$ cat src/rtl/stall_ctrl_if.sv
// Pipeline-to-hazard-unit signal bundle: ID/EX hazard inputs, stall/bubble
// controls, multiplier handshake and the stall performance counter.
interface stall_ctrl_if;
   logic        id_valid;
   logic        id_rreg1;
   logic        id_rreg2;
   logic [4:0]  id_ra1;
   logic [4:0]  id_ra2;
   logic        id_mult;
   logic        id_mfhilo;
   logic        ex_mreg;
   logic        ex_wreg;
   logic [4:0]  ex_wa;
   logic        perf_clr;
   logic        stall_if;
   logic        stall_id;
   logic        bubble_ex;
   logic        mul_start;
   logic        mul_done;
   logic        mul_busy;
   logic [15:0] stall_cnt;

   modport master (
      output id_valid, id_rreg1, id_rreg2, id_ra1, id_ra2, id_mult, id_mfhilo,
      output ex_mreg, ex_wreg, ex_wa, perf_clr,
      input  stall_if, stall_id, bubble_ex, mul_start, mul_done, mul_busy, stall_cnt
   );

   modport slave (
      input  id_valid, id_rreg1, id_rreg2, id_ra1, id_ra2, id_mult, id_mfhilo,
      input  ex_mreg, ex_wreg, ex_wa, perf_clr,
      output stall_if, stall_id, bubble_ex, mul_start, mul_done, mul_busy, stall_cnt
   );
endinterface

$ cat src/rtl/stall_ctrl.sv
// Pipeline stall controller: load-use hazard detection plus a fixed-latency
// multiplier sequencer that holds back HI/LO users until the result is written.
module stall_ctrl #(
   parameter int unsigned MUL_CYCLES = 4
) (
   input  logic         cpu_clk_50M,
   input  logic         cpu_rst_n,
   stall_ctrl_if.slave  bus
);

   typedef enum logic [1:0] {
      IDLE  = 2'd0,
      BUSY  = 2'd1,
      DRAIN = 2'd2
   } state_t;

   localparam logic [3:0] CNT_INIT = 4'(MUL_CYCLES - 1);

   state_t      state_q;
   logic [3:0]  cnt_q;
   logic        mul_start_q;
   logic        mul_done_q;
   logic        mul_busy_q;
   logic [15:0] stall_cnt_q;
   logic [15:0] stall_cnt_d;

   logic ra1_hit;
   logic ra2_hit;
   logic load_hz;
   logic hilo_hz;
   logic stall;
   logic mul_accept;

   assign ra1_hit = bus.id_rreg1 && (bus.id_ra1 == bus.ex_wa);
   assign ra2_hit = bus.id_rreg2 && (bus.id_ra2 == bus.ex_wa);

   // $0 is hard-wired zero, so a load targeting it never produces a real dependency.
   assign load_hz = bus.id_valid && bus.ex_mreg && bus.ex_wreg &&
                    (bus.ex_wa != 5'd0) && (ra1_hit || ra2_hit);

   assign hilo_hz = bus.id_valid && (bus.id_mult || bus.id_mfhilo) && (state_q != IDLE);

   assign stall = (load_hz || hilo_hz) && cpu_rst_n;

   assign mul_accept = bus.id_valid && bus.id_mult && (state_q == IDLE) && !load_hz;

   assign bus.stall_if  = stall;
   assign bus.stall_id  = stall;
   assign bus.bubble_ex = stall;
   assign bus.mul_start = mul_start_q;
   assign bus.mul_done  = mul_done_q;
   assign bus.mul_busy  = mul_busy_q;
   assign bus.stall_cnt = stall_cnt_q;

   // Done is raised on the same edge that enters DRAIN so it lines up with that state.
   always_ff @(posedge cpu_clk_50M or negedge cpu_rst_n) begin
      if (!cpu_rst_n) begin
         state_q     <= IDLE;
         cnt_q       <= 4'd0;
         mul_start_q <= 1'b0;
         mul_done_q  <= 1'b0;
         mul_busy_q  <= 1'b0;
      end else begin
         mul_start_q <= 1'b0;
         mul_done_q  <= 1'b0;
         case (state_q)
            IDLE: begin
               if (mul_accept) begin
                  state_q     <= BUSY;
                  cnt_q       <= CNT_INIT;
                  mul_start_q <= 1'b1;
                  mul_busy_q  <= 1'b1;
               end
            end
            BUSY: begin
               cnt_q <= cnt_q - 4'd1;
               if (cnt_q == 4'd1) begin
                  state_q    <= DRAIN;
                  mul_done_q <= 1'b1;
               end
            end
            DRAIN: begin
               state_q    <= IDLE;
               mul_busy_q <= 1'b0;
            end
            default: begin
               state_q    <= IDLE;
               cnt_q      <= 4'd0;
               mul_busy_q <= 1'b0;
            end
         endcase
      end
   end

   always_comb begin
      stall_cnt_d = stall_cnt_q;
      if (bus.perf_clr) begin
         stall_cnt_d = 16'd0;
      end else if (stall && (stall_cnt_q != 16'hFFFF)) begin
         stall_cnt_d = stall_cnt_q + 16'd1;
      end
   end

   always_ff @(posedge cpu_clk_50M or negedge cpu_rst_n) begin
      if (!cpu_rst_n) begin
         stall_cnt_q <= 16'd0;
      end else begin
         stall_cnt_q <= stall_cnt_d;
      end
   end

endmodule

$ cat src/flat_wrapper.sv
// flat-port wrapper written by rule: the top's interface ports become plain ports
module stall_ctrl_flat 
#(
   parameter int unsigned MUL_CYCLES = 4
)
  (cpu_clk_50M, cpu_rst_n, bus_id_valid, bus_id_rreg1, bus_id_rreg2, bus_id_ra1, bus_id_ra2, bus_id_mult, bus_id_mfhilo, bus_ex_mreg, bus_ex_wreg, bus_ex_wa, bus_perf_clr, bus_stall_if, bus_stall_id, bus_bubble_ex, bus_mul_start, bus_mul_done, bus_mul_busy, bus_stall_cnt);
  stall_ctrl_if bus_i ();
  input  logic cpu_clk_50M;
  input  logic cpu_rst_n;
  input wire logic [$bits(bus_i.id_valid)-1:0] bus_id_valid;
  input wire logic [$bits(bus_i.id_rreg1)-1:0] bus_id_rreg1;
  input wire logic [$bits(bus_i.id_rreg2)-1:0] bus_id_rreg2;
  input wire logic [$bits(bus_i.id_ra1)-1:0] bus_id_ra1;
  input wire logic [$bits(bus_i.id_ra2)-1:0] bus_id_ra2;
  input wire logic [$bits(bus_i.id_mult)-1:0] bus_id_mult;
  input wire logic [$bits(bus_i.id_mfhilo)-1:0] bus_id_mfhilo;
  input wire logic [$bits(bus_i.ex_mreg)-1:0] bus_ex_mreg;
  input wire logic [$bits(bus_i.ex_wreg)-1:0] bus_ex_wreg;
  input wire logic [$bits(bus_i.ex_wa)-1:0] bus_ex_wa;
  input wire logic [$bits(bus_i.perf_clr)-1:0] bus_perf_clr;
  output wire logic [$bits(bus_i.stall_if)-1:0] bus_stall_if;
  output wire logic [$bits(bus_i.stall_id)-1:0] bus_stall_id;
  output wire logic [$bits(bus_i.bubble_ex)-1:0] bus_bubble_ex;
  output wire logic [$bits(bus_i.mul_start)-1:0] bus_mul_start;
  output wire logic [$bits(bus_i.mul_done)-1:0] bus_mul_done;
  output wire logic [$bits(bus_i.mul_busy)-1:0] bus_mul_busy;
  output wire logic [$bits(bus_i.stall_cnt)-1:0] bus_stall_cnt;
  assign bus_i.id_valid = bus_id_valid;
  assign bus_i.id_rreg1 = bus_id_rreg1;
  assign bus_i.id_rreg2 = bus_id_rreg2;
  assign bus_i.id_ra1 = bus_id_ra1;
  assign bus_i.id_ra2 = bus_id_ra2;
  assign bus_i.id_mult = bus_id_mult;
  assign bus_i.id_mfhilo = bus_id_mfhilo;
  assign bus_i.ex_mreg = bus_ex_mreg;
  assign bus_i.ex_wreg = bus_ex_wreg;
  assign bus_i.ex_wa = bus_ex_wa;
  assign bus_i.perf_clr = bus_perf_clr;
  assign bus_stall_if = bus_i.stall_if;
  assign bus_stall_id = bus_i.stall_id;
  assign bus_bubble_ex = bus_i.bubble_ex;
  assign bus_mul_start = bus_i.mul_start;
  assign bus_mul_done = bus_i.mul_done;
  assign bus_mul_busy = bus_i.mul_busy;
  assign bus_stall_cnt = bus_i.stall_cnt;
  stall_ctrl #(.MUL_CYCLES(MUL_CYCLES)) u_core (.cpu_clk_50M(cpu_clk_50M), .cpu_rst_n(cpu_rst_n), .bus(bus_i));
endmodule
$ cat config.mk
export PLATFORM = sky130hd
export DESIGN_NAME = stall_ctrl_flat
export DESIGN_NICKNAME = d
export VERILOG_FILES = /design/src/rtl/stall_ctrl_if.sv /design/src/rtl/stall_ctrl.sv /design/src/flat_wrapper.sv
export SDC_FILE = /design/constraint.sdc
export NUM_CORES = 1
export LEC_CHECK = 0
export ABC_AREA = 1
export CORE_ASPECT_RATIO = 1.2
export CORE_MARGIN = 5
export CORE_UTILIZATION = 48
export DETAILED_ROUTE_END_ITERATION = 8
export PLACE_DENSITY_LB_ADDON = 0.12
export RECOVER_POWER = 50
export SYNTH_ARGS = -nofsm -noshare
export SYNTH_HDL_FRONTEND = slang
export SYNTH_SLANG_ARGS = --single-unit
$ cat constraint.sdc
create_clock -name cpu_clk_50M -period 2.16 [get_ports cpu_clk_50M]
set_input_delay 0.324 -clock cpu_clk_50M [delete_from_list [all_inputs] [get_ports cpu_clk_50M]]
set_output_delay 0.324 -clock cpu_clk_50M [all_outputs]
set_load 0.02 [all_outputs]
# == Word-level counts from Yosys, hierarchy flattened ==
# Index checks and enable logic that the tools add are counted.
# totals
latch_bits,0
inputBits,25
output_inout_bits,22
mem_count,0
elab_cells,55
ramBits,0
romBits,0
reg_bits,25
# op_classes
n_reduce_logical,24
n_mux,13
n_shift,0
order_cmp,0
n_eq_ne,8
mul,0
addsub,2
bitwise,2
n_div,0
# op_table
cell,count
16-bit 2-to-1 mux,2
"16-bit by 1-bit adder with 16-bit output, second input constant",1
"16-bit != test, second input constant",1
1-bit logical AND,13
4-bit case mux with 3 select lines,1
5-bit == test,2
2-bit AND reduction,3
1-bit 2-to-1 mux,5
5-bit nonzero test,1
"4-bit by 1-bit == test with 1-bit output, second input constant",1
2-bit 2-to-1 mux,2
4-bit 2-to-1 mux,1
"2-bit by 1-bit != test with 1-bit output, second input constant",2
2-bit case mux with 2 select lines,1
2-bit nonzero test,2
"4-bit by 1-bit subtractor with 4-bit output, second input constant",1
1-bit logical OR,3
"2-bit by 1-bit == test with 1-bit output, second input constant",1
"2-bit == test, second input constant",1
2-bit logical NOT,1
1-bit inverter,2
1-bit case mux with 2 select lines,1
1-bit logical NOT,1

# == Longest topological paths before layout ==
# depth
word_depth,9
mapped_depth,13
depth_no_buf,12

# == Worst setup path before layout ==
# Ideal clock, no wire load.
# synth_timing
kind,flip-flop to flip-flop
start,"reg u_core.stall_cnt_q[0], in the netlist u_core.bus.stall_cnt[0]"
end,"reg u_core.stall_cnt_q[2], in the netlist u_core.bus.stall_cnt[2]"
arrival_ps,1771
path_stages_with_launch,12
path_slack_ps,271
required_time_ps,2042
path_buffers,1
setup_time_ps,118
period_less_slack_ps,1889
cell_sequence,dfrtp_1 -> ha_1 -> nand3_2 -> nor3_4 -> nand2_4 -> nor2_8 -> nand3_4 -> nand3_4 -> nand2_4 -> buf_6 -> nand2_1 -> nand2_1
# synth_between
elab_chain_cells,3
elab_cells_between_ends,6
cone_classes,1 x add/sub; 1 x eq/ne; 2 x mux; 2 x reduce/logical
# synth_rtl
item,line,source
from (decl),stall_ctrl.sv:24,logic [15:0] stall_cnt_q;
from (signal assigned),stall_ctrl.sv:108,stall_cnt_q <= stall_cnt_d;
16-bit by 1-bit adder with 16-bit output or 16-bit != test (tied branches),"stall_ctrl.sv:100, stall_ctrl.sv:99",
16-bit 2-to-1 mux or 1-bit logical AND (tied branches),stall_ctrl.sv:99,end else if (stall && (stall_cnt_q != 16'hFFFF)) begin
16-bit 2-to-1 mux or 2-bit nonzero test (tied branches),--,
# Parallel ways exist; a longest one is shown, timed or not. The select of a mux whose other input is x is not followed.
# A chain may end at the register's enable or synchronous reset.

# == Worst setup path after layout ==
# layout_timing
start,in bus_ex_wa[2]
end,out bus_stall_if
# layout_between
elab_chain_cells,6
elab_cells_between_ends,10
cone_classes,2 x eq/ne; 8 x reduce/logical
# layout_rtl
item,line,source
from (decl),flat_wrapper.sv:19,input wire logic [$bits(bus_i.ex_wa)-1:0] bus_ex_wa;
"5-bit == test, on equally long branches","stall_ctrl.sv:34, stall_ctrl.sv:35",
"1-bit logical AND, on equally long branches","stall_ctrl.sv:34, stall_ctrl.sv:35",
1-bit logical OR,stall_ctrl.sv:39,(bus.ex_wa != 5'd0) && (ra1_hit || ra2_hit);
1-bit logical AND (*),stall_ctrl.sv:39,
1-bit logical OR (*),stall_ctrl.sv:43,assign stall = (load_hz || hilo_hz) && cpu_rst_n;
1-bit logical AND (*),stall_ctrl.sv:43,
to (decl),flat_wrapper.sv:21,output wire logic [$bits(bus_i.stall_if)-1:0] bus_stall_if;
# Mark *: on every way between the ends. The rest lies on a longest branch, timed or not.

==> metrics.cfg <==
[power_and_ir_drop]
p_leak_nw=1.21
ir_worst_vdd_uv=586
report.power.total_mw=1.40
pwr_density_cell_nw_per_um2=624

[timing]
final_period_minus_worst_setup_slack_ns=1.98
fin_hold_ws_ns=0.511
setup_tns_ns=0
measured_slew_at_the_worst_slew_check_pin_ns=0.688
setup_viol=0
post-route-period-util_pct=91.8
slew_violations=0
rsz0062_at_grt=no
worst_slack_ns=0.177
timing.final.hold_violations=0
timing.fmax_ghz=0.504
timing.max_slew.rel_slack_pct=54.1
finClkSkew_ns=0.00870

[critical_path]
worst_ep_arrival_time_ns=1.66
cp_data_required_time_ns=1.84
worstSetupPathType=in2out
worst_path_max_delay_cell=clkdlybuf4s50_1
critPathMaxFanout=4
slowest_delay_ns=0.51
most_prevalent_standard_cell_on_the_critical_path=nand2_1
critical_path.endpoint_type=output pin
start_kind=input port
worstPathCellList=clkdlybuf4s50_1 > inv_2 > nand2_1 > nand2_1 > nor2_1 > nand3_1 > nand2_1 > nand2_1 > nand2_1 > nand2_1 > inv_2 > buf_4

[clock_tree]
cts-resized-gates=9
clk_pin_slew_worst_paths_ns=0.09
tritoncts_clock_tree=yes
post_cts_buffers=0
clock_path_buffers=2
tritoncts_buffers=3
cts_hold_buffers_added=0
cts.sinks=25
clock_insertion_delay_worst_skew_ns=0.28
htreeDepth=1
clk_root_buffer_cell=clkbuf_8

[cells_and_area]
seqCellArea_sq_um=626
n_antenna_cell=0
most_common_cell_after_layout_fill_and_taps_aside=nand2_1
final_core_utilization_pct=66.6
mostFrequentLayoutCells=nand2_1, clkdlybuf4s50_1, nor2_1
design_area_sq_um=2240
fillers=298
area_growth_syn_to_layout_pct=32.8
num-nets-final=319
post_route_cells_drive_above_1_share_pct=10.7
multiInputGateArea_sq_um=898
finish.cell_count_without_fillers=327

[global_routing]
first_global_vias=1617
globalRouteTotalUtil_pct=18.1
grt_start_max_net_pins=27
wire_length_of_the_first_global_routing_pass_mm=7.03
grt_overflow=0
antenna_found_initial=0

[logic_synthesis]
netlist_area_sq_um=1690
ys_seq_elements=25
async_s_r_ff_share_synth_pct=100
synthesis.area_per_instance_sq_um=7.04
synth.yosys.warnings=0
synthFlopType=dfrtp_1
mappedNetlistNets=268
synth_edf_count=0
ys_types=30
synth_cells=240
synth-seq-area-share_pct=37.0

[floorplanning]
fp.dieArea_sq_um=4810
fp-row-count=23
core_area_sq_um=3370
dieHeight_um=75.0
num_io_pins=47
die-width_um=64.2
initial_util_pct=50.2

[route]
wirelength_mm=3.94
post_drt_via_cell_ratio=4.97
drt_drc_violations_left=0
initialDrtViolationCount=88
total_number_of_vias=1625
drt_pre_antenna_iters=4
detail_route.wl_per_cell_um=12.0
antenna_left=0

[hold_path]
holdCritPathClass=reg2reg

[place]
placement.setup.worst_slack_ns=-0.326
gp_congestion=0.807
place_inst=323
hpwlAfterDp_mm=2.98
numPortBuffers=46
dpl-instance-area_sq_um=2200

[flow_run]
max_cap_violations=0

[status]
run_status=finished, final reports clean

critical path, delay by kind of cell:
kind | cells | cell delay, ns
buffers and inverters | 4 | 0.79
AND/OR/NAND/NOR | 8 | 0.54
synth_stat cells (2+ instances only):
| master | count | area share [%] |
|---|---|---|
| inv_2 | 7 | 1.6 |
| buf_4 | 2 | 0.89 |
| o221ai_1 | 2 | 1.0 |
| nor3_1 | 5 | 1.5 |
| inv_1 | 23 | 5.1 |
| o21ai_0 | 3 | 0.89 |
| dfrtp_1 | 25 | 37 |
| nand3_1 | 26 | 7.7 |
| nand2_1 | 77 | 17 |
| clkbuf_1 | 3 | 0.67 |
| buf_6 | 2 | 1.3 |
| a21oi_1 | 2 | 0.59 |
| nand3_4 | 2 | 2.1 |
| xnor2_1 | 2 | 1.0 |
| ha_1 | 3 | 2.2 |
| nand4_1 | 3 | 1.1 |
| nor3b_1 | 2 | 0.89 |
| nor2_1 | 33 | 7.3 |
| nand2_4 | 2 | 1.3 |
| xor2_1 | 6 | 3.1 |
cell type report:
cell class	count	share of cell area, %
Clock buffer	3	1.84
Clock inverter	1	0.223
Inverter	31	5.19
Multi-Input combinational cell	177	40.0
Sequential cell	25	27.9
Tap cell	37	2.06
Timing Repair Buffer	53	22.8
path summary, 6_finish.rpt:
kind                       depth (start not counted)                 endpoint  slack [ns]                    start
max                                               12             bus_stall_if        0.18             bus_ex_wa[2]
min                                                1      u_core.bus.mul_busy        0.51        u_core.state_q[1]
max reg2reg                                       10  u_core.bus.stall_cnt[5]        0.26  u_core.bus.stall_cnt[0]
min reg2reg                                        1      u_core.bus.mul_busy        0.51        u_core.state_q[1]
max in group asynchronous                          2  u_core.bus.stall_cnt[7]        1.01                cpu_rst_n
min in group asynchronous                          2          u_core.cnt_q[3]        0.70                cpu_rst_n
report_power, final:
part | leakage (nW) | internal [mW] | switching, mW | total (mW)
combinational | 0.847 | 0.227 | 0.276 | 0.503
sequential | 0.334 | 0.547 | 0.0697 | 0.616
clock | 0.0255 | 0.129 | 0.152 | 0.281
sequential cells by signal (all words and copies together), names as in the netlist:
name / flops
u_core.bus.mul_start: 1
u_core.bus.mul_busy: 1
u_core.bus.mul_done: 1
u_core.bus.stall_cnt: 16
u_core.state_q: 2
u_core.cnt_q: 4
per-layer routing:
layer	share of wire, %	wire length (um)	global-route usage, %
met2	48	1890	31.3
met5	0	0	0
met3	6.6	258	4.33
met1	44	1730	22.2
met4	1.4	55	6.11
logic make-up (layout without fill, tap and decap cells):
logic type | after synthesis | count (layout) | share of synthesized area, %
AOI/OAI and AO/OA | 10 | 10 | 3.70
buffers and inverters | 38 | 88 | 9.78
adders and majority gates | 3 | 3 | 2.22
and+or+nand+nor | 156 | 156 | 43.1
DFF | 25 | 25 | 37.0
xor gates and xnor gates | 8 | 8 | 4.15
(Power assumes the default switching activity.)
